## src/rtl/tick_gen_multi.sv

```systemverilog
// -----------------------------------------------------------------------------
// tick_gen_multi
//
// Multi-channel clock-enable generator. Each of NUM_CH channels divides the
// master clock by its own compile-time divisor and emits a registered,
// one-cycle tick pulse. Downstream logic stays on clk and uses the ticks as
// enables, so there are no derived clocks.
//
// Run-time controls:
//   - en     : global run; low freezes every channel counter.
//   - pause  : per-channel hold; bit i high freezes channel i.
//   - resync : single-cycle request that zeroes all counters so every channel
//              restarts from the same phase.
// Edge priority: rst > resync > (en & ~pause[i]) > hold.
//
// Optional feature (macro TICK_GEN_SQUARE_EN):
//   Defined   : sq[i] toggles whenever tick[i] is set, giving a 50 % duty
//               square wave at f_clk / (2 * D_i). Cleared by rst and resync,
//               holds its level while the channel is held.
//   Undefined : sq is tied to 0 and no toggle flops exist.
//
// There is no valid/ready handshake on this block: en, pause and resync are
// level/pulse controls sampled on every rising edge, and tick/sq are
// free-running registered outputs with no back-pressure.
//
// Parameters:
//   NUM_CH : number of tick channels (1..16)
//   CNT_W  : width of each channel counter
//   DIVS   : packed NUM_CH x 32 divisor vector, channel i uses DIVS[32*i +: 32].
//            Divisors below 2 are clamped to 1 (tick on every active cycle).
//            A divisor above 2^CNT_W is an elaboration error.
//
// Ports:
//   clk    in  1       master clock, rising edge
//   rst    in  1       synchronous active-high reset
//   en     in  1       global run
//   pause  in  NUM_CH  per-channel hold
//   resync in  1       phase realign request
//   tick   out NUM_CH  one-cycle enable pulse per channel (registered)
//   sq     out NUM_CH  square wave per channel (0 unless TICK_GEN_SQUARE_EN)
// -----------------------------------------------------------------------------
module tick_gen_multi #(
  parameter int                      NUM_CH = 4,
  parameter int                      CNT_W  = 27,
  parameter logic [NUM_CH*32-1:0]    DIVS   = {32'd66_666_667, 32'd1_666_667,
                                               32'd50_000_000, 32'd100_000_000}
) (
  input  logic              clk,
  input  logic              rst,
  input  logic              en,
  input  logic [NUM_CH-1:0] pause,
  input  logic              resync,
  output logic [NUM_CH-1:0] tick,
  output logic [NUM_CH-1:0] sq
);

  localparam logic [CNT_W-1:0] CNT_ONE = {{(CNT_W-1){1'b0}}, 1'b1};

  if (NUM_CH < 1 || NUM_CH > 16) begin : g_bad_num_ch
    $error("tick_gen_multi: NUM_CH must be in 1..16");
  end

  for (genvar i = 0; i < NUM_CH; i++) begin : g_ch
    localparam logic [31:0] DIV_RAW = DIVS[32*i +: 32];

    // Terminal count D_i - 1. Divisors 0 and 1 both collapse to D_i = 1,
    // which leaves the counter parked at 0 and ticks every active cycle.
    localparam logic [CNT_W-1:0] TERM =
      (DIV_RAW < 32'd2) ? '0 : CNT_W'(DIV_RAW - 32'd1);

    // D_i - 1 must be representable in CNT_W bits.
    if (64'(DIV_RAW) > (64'd1 << CNT_W)) begin : g_div_too_big
      $error("tick_gen_multi: divisor of channel %0d exceeds 2^CNT_W", i);
    end

    logic [CNT_W-1:0] cnt;
    logic             tick_q;
    logic             active;

    assign active = en & ~pause[i];

    // Wrap is an explicit compare against TERM, never counter overflow.
    // A held channel keeps its count, so a wrap blocked by pause or en=0
    // fires on the first active edge afterwards.
    always_ff @(posedge clk) begin
      if (rst || resync) begin
        cnt    <= '0;
        tick_q <= 1'b0;
      end else if (active) begin
        if (cnt == TERM) begin
          cnt    <= '0;
          tick_q <= 1'b1;
        end else begin
          cnt    <= cnt + CNT_ONE;
          tick_q <= 1'b0;
        end
      end else begin
        tick_q <= 1'b0;
      end
    end

    assign tick[i] = tick_q;

`ifdef TICK_GEN_SQUARE_EN
    logic sq_q;

    // Toggles on exactly the edges that raise tick_q, so one full sq period
    // spans two tick periods.
    always_ff @(posedge clk) begin
      if (rst || resync) begin
        sq_q <= 1'b0;
      end else if (active && (cnt == TERM)) begin
        sq_q <= ~sq_q;
      end
    end

    assign sq[i] = sq_q;
`endif
  end

`ifndef TICK_GEN_SQUARE_EN
  assign sq = '0;
`endif

endmodule

```

## config.mk

```make
export PLATFORM = sky130hd
export DESIGN_NAME = tick_gen_multi
export DESIGN_NICKNAME = d
export VERILOG_FILES = /design/src/rtl/tick_gen_multi.sv
export SDC_FILE = /design/constraint.sdc
export NUM_CORES = 1
export LEC_CHECK = 0
export ABC_AREA = 1
export CORE_ASPECT_RATIO = 1.2
export CORE_MARGIN = 2
export CORE_UTILIZATION = 57
export DETAILED_ROUTE_END_ITERATION = 10
export GPL_TIMING_DRIVEN = 0
export PLACE_DENSITY = 0.72
export SLEW_MARGIN = 20
export SYNTH_ARGS = -nofsm -noshare
export SYNTH_HDL_FRONTEND = slang
export SYNTH_SLANG_ARGS = --single-unit
```

## constraint.sdc

```tcl
create_clock -name clk -period 2.2 [get_ports clk]
set_input_delay 0.33 -clock clk [delete_from_list [all_inputs] [get_ports clk]]
set_output_delay 0.33 -clock clk [all_outputs]
set_load 0.05 [all_outputs]
```

# == Word level (Yosys, flattened, before mapping) ==
# Index checks and enable logic that the tools add are counted.
# op_classes
n_reduce_logical,5
addsub,4
n_bitwise,12
muxes,8
eq_ne,4
# ops
op,n
"27-bit by 1-bit adder with 27-bit output, second input constant",4
27-bit two-way mux,4
"27-bit by 26-bit == test with 1-bit output, second input constant",2
"27-bit by 21-bit == test with 1-bit output, second input constant",1
"27-bit == test, second input constant",1
1-bit inverter,8
2-bit OR reduction,4
1-bit AND,4
1-bit two-way mux,4
1-bit logical OR,1
# totals
regBits,112
inputBits,8
out_inout_bits,8
elab_cells,41

# == Logic depth before layout (Yosys ltp) ==
# Gate-level depths: netlist of the first run.
# logic_depth
depth_word,4
ltp_mapped,11

# == Worst setup path after synthesis of the first run ==
# Ideal clock, no wire load.
# synth_path
path_type,register -> register
start,register g_ch[1].cnt[0]
end,register g_ch[1].cnt[12]
path_stages_with_launch,7
path_buffers,0
period_less_slack_ps,1528
setup_time_ps,136
t_arrival_ps,1391
slack_ps,672
path_cell_list,dfxtp_1 -> ha_1 -> nand3_1 -> nor2_1 -> nand3_1 -> o21ai_0 -> nor2_1
# synth_between
elab_chain_len,2
# synth_rtl
element,line,text
start: declaration,76,logic [CNT_W-1:0] cnt;
start signal: assignment,94,cnt <= cnt + CNT_ONE;
27-bit by 1-bit adder with 27-bit output / 27-bit by 26-bit == test with 1-bit output (equally long branches),"94, 90",
27-bit two-way mux (*),90,if (cnt == TERM) begin
# Mark *: on every way between the ends. The rest lies on a longest branch, timed or not.
# A chain may end at the register's enable or synchronous reset.

# == Worst setup path after layout of the first run ==
# layout_path
start,input port resync
end,register g_ch[1].cnt[15]
# layout_between
elab_chain_len,1
# layout_rtl
element,line,text
start: declaration,52,"input logic resync,"
1-bit logical OR,86,if (rst || resync) begin
# Every way passes these cells.

==> results.yml, run 1 <==
run_status:
  outcome: "finished, final reports clean"
power:
  power.switching_uw: 895
  ir_drop_mv: 0.323
  p_total_mw: 3.74
  internal_power_mw: 2.85
  seqPwrFrac_pct: 54.3
  sw_frac_of_total_pct: 23.9
  p_leak_nw: 2.55
  power_frac_comb_pct: 3.5
  power_density_nw_per_um2: 558
  p_clk_share_pct: 42.1
grt:
  track_usage_pct: 23.6
  grt-ovfl-total: 0
  grt_max_degree: 20
  grt_pass1_wl_mm: 23.0
  grt_pass1_vias: 5421
  antenna_found_initial: 0
yosys:
  synth.avg_cell_area_sq_um: 6.11
  yosysTopAreaCellShare_pct: 36.5
  synth_edf_count: 0
  syn_inst: 1006
  synth_flop_cell: "dfxtp_1"
  async_reset_ff_share_pct: 0
  synth_area_sq_um: 6140
  synth_area_leaders: "dfxtp_1 (37%), nand2_1 (17%), nor2_1 (17%)"
  synth-warning-count: 0
  synth.distinct_cells: 32
  synth_top_cell_by_area: "dfxtp_1"
  ys_seq_area_share_pct: 36.5
  ys_ff_latch: 112
timing:
  min_period_ns: 1.96
  rsz0062_at_grt: "false"
  fin_ws_ns: 0.239
  max_slew.worst_pin.slew_ns: 0.601
  finalHoldViolCount: 0
  setup_violations: 0
  period_share_pct: 89.1
  slew_headroom_pct: 59.9
  fin_hold_ws_ns: 0.495
  skew_ns: 0.00937
  finalMaxSlewViolations: 0
  fmax_mhz: 510
  setup_tns_ns: 0
routing:
  first_pass_iters: 5
  wl_per_cell_microns: 11.2
  drtAntennaViolNets: 0
  num_vias: 5707
  vias_per_cell: 4.90
  drc: 0
  dr.first_iter.drc_count: 186
  drt-total-wl_mm: 13.1
layout:
  nFillCells: 1058
  layout_common_cells: "nand2_1 (272), nor2_1 (270), inv_1 (133), dfxtp_1 (112), nand3_1 (71)"
  final_common_cell: "nand2_1"
  syn_to_final_growth_pct: 9.27
  drive_above_1_share_pct: 4.34
  fin_nets: 1045
  diodes: 0
  multi_input_area_sq_um: 3300
  ff_latch_area_sq_um: 2240
  utilization_pct: 63.8
hold_path:
  min_path_cells: 2
  hold-path-endpoint: "g_ch[3].cnt[18]"
  min_path_type: "flip-flop to flip-flop"
  hold_start: "g_ch[3].cnt[18]"
place:
  place_congestion: 0.856
  place_ws_ns: -0.273
  port_buffers: 11
  dp_hpwl_mm: 9.92
clocking:
  numCtsBuffers: 9
  path_clk_slew_ns: 0.08
  cts_tree: "done"
  cts_setup_buffers: 0
  clock_latency_ns: 0.35
  cts_max_path_buffers: 2
  htreeDepth: 3
  clock-sinks: 112
  cts.hold.buffers_added: 0
  cts-root-buf: "clkbuf_16"
  cts_resized: 0
critical_path:
  worstPathRequired_ns: 2.49
  crit_type: "input port to flip-flop"
  rr_startpoint: "g_ch[0].cnt[0]"
  critPathCaptureType: "flip-flop"
  reg2reg_slack_ns: 0.40
  reg2reg_to: "g_ch[0].cnt[13]"
  startpoint_type: "input port"
  r2r_cells: 10
  cp_max_fo: 10
  crit_arrival_ns: 2.25
floorplan:
  initial_core_util_pct: 58.4
  die-height_microns: 118
  dieArea_sq_um: 11600
  num_rows: 41
  core-area_sq_um: 10500
  die_w_microns: 98.8
  ios: 16
flow_run:
  maxCapViolCount: 0
[power groups by stage]
stage                     Clock, mW  Combinational, mW  Sequential [mW]
after CTS                      1.61              0.134             2.03
after floorplan                   0             0.0892             2.08
final                          1.58              0.133             2.03
after detailed placement          0              0.133             2.08
after global routing           1.69              0.149             2.04
after global placement            0              0.133             2.08
[logic make-up after synthesis]
| logic type | Yosys count | share of synthesized area (%) |
|---|---|---|
| xor+xnor | 32 | 4.56 |
| simple gates | 671 | 44.7 |
| other cells | 1 | 0.0611 |
| compound gates | 34 | 2.99 |
| fa+ha+maj | 6 | 1.22 |
| buf+inv | 150 | 9.94 |
| flops | 112 | 36.5 |
[through the flow]
stage / cells / instance area (sq um)
final: 1165 / 6710
after global routing: 1165 / 6710
after CTS: 1165 / 6710
after detailed placement: 1149 / 6420
after global placement: 1149 / 6420
after floorplan: 1009 / 6150
[cells in the mapped netlist (2+ instances only)]
cell type / n
nand2_1: 272
nor2_1: 271
inv_1: 133
dfxtp_1: 112
nand3_1: 71
xor2_1: 26
nor3_1: 23
a21oi_1: 15
nand4_1: 13
o21ai_0: 12
buf_4: 9
ha_1: 6
xnor2_1: 6
nor2_2: 5
nor2_4: 4
buf_2: 3
clkbuf_1: 3
nand2_2: 3
nand3b_1: 3
or2_2: 3
o21bai_1: 2
[layout make-up]
class	instances	share of cell area, %
Multi-Input combinational cell	747	49.2
Sequential cell	112	33.4
Inverter	134	7.49
Clock buffer	9	3.36
Tap cell	129	2.40
Timing Repair Buffer	11	1.68
Buffer	16	1.60
Clock inverter	7	0.839
[worst max-delay path, stage by stage]
cell and delay [ns]:
clkdlybuf4s50_1 0.41, nor2_2 0.37, clkinv_1 0.40, nor2_2 0.37, clkbuf_8 0.24, nand2_1 0.06, nor2_1 0.07
[metal layers]
| metal | global-route usage, % | up-vias | routed length, microns |
|---|---|---|---|
| met1 | 28.7 | 2476 | 6060 |
| met2 | 41.4 | 90 | 6310 |
| met5 | 0 | - | 0 |
| li1 | - | 3113 | - |
| met3 | 3.80 | 28 | 416 |
| met4 | 8.65 | 0 | 303 |
[flip-flops by register name, indices dropped and copies added (netlist names)]
signal / flops
g_ch.cnt: 108
g_ch.tick_q: 4
[worst max-delay path by stage]
stage,to,startpoint,slack [ns],cells after the start
after floorplan,g_ch[1].cnt[12],g_ch[1].cnt[0],0.67,6
after global placement,g_ch[2].cnt[14],en,-0.30,9
after detailed placement,g_ch[1].cnt[12],en,-0.27,6
after CTS,g_ch[1].cnt[12],en,0.05,6
after global routing,g_ch[1].cnt[19],resync,0.08,7
final,g_ch[1].cnt[15],resync,0.24,7
Power figures use the tool's default switching activity.
==> run 2: changes to the inputs <==
Settings changed: SLEW_MARGIN 20 to default.
==> results of run 2 <==
No change in the layout: final DEF, timing and power equal those of run 1.
==> run 3: changes to the inputs <==
Settings changed: SKIP_CTS_REPAIR_TIMING from default to 1.
==> results of run 3 <==
No change in the layout: final DEF, timing and power equal those of run 1.
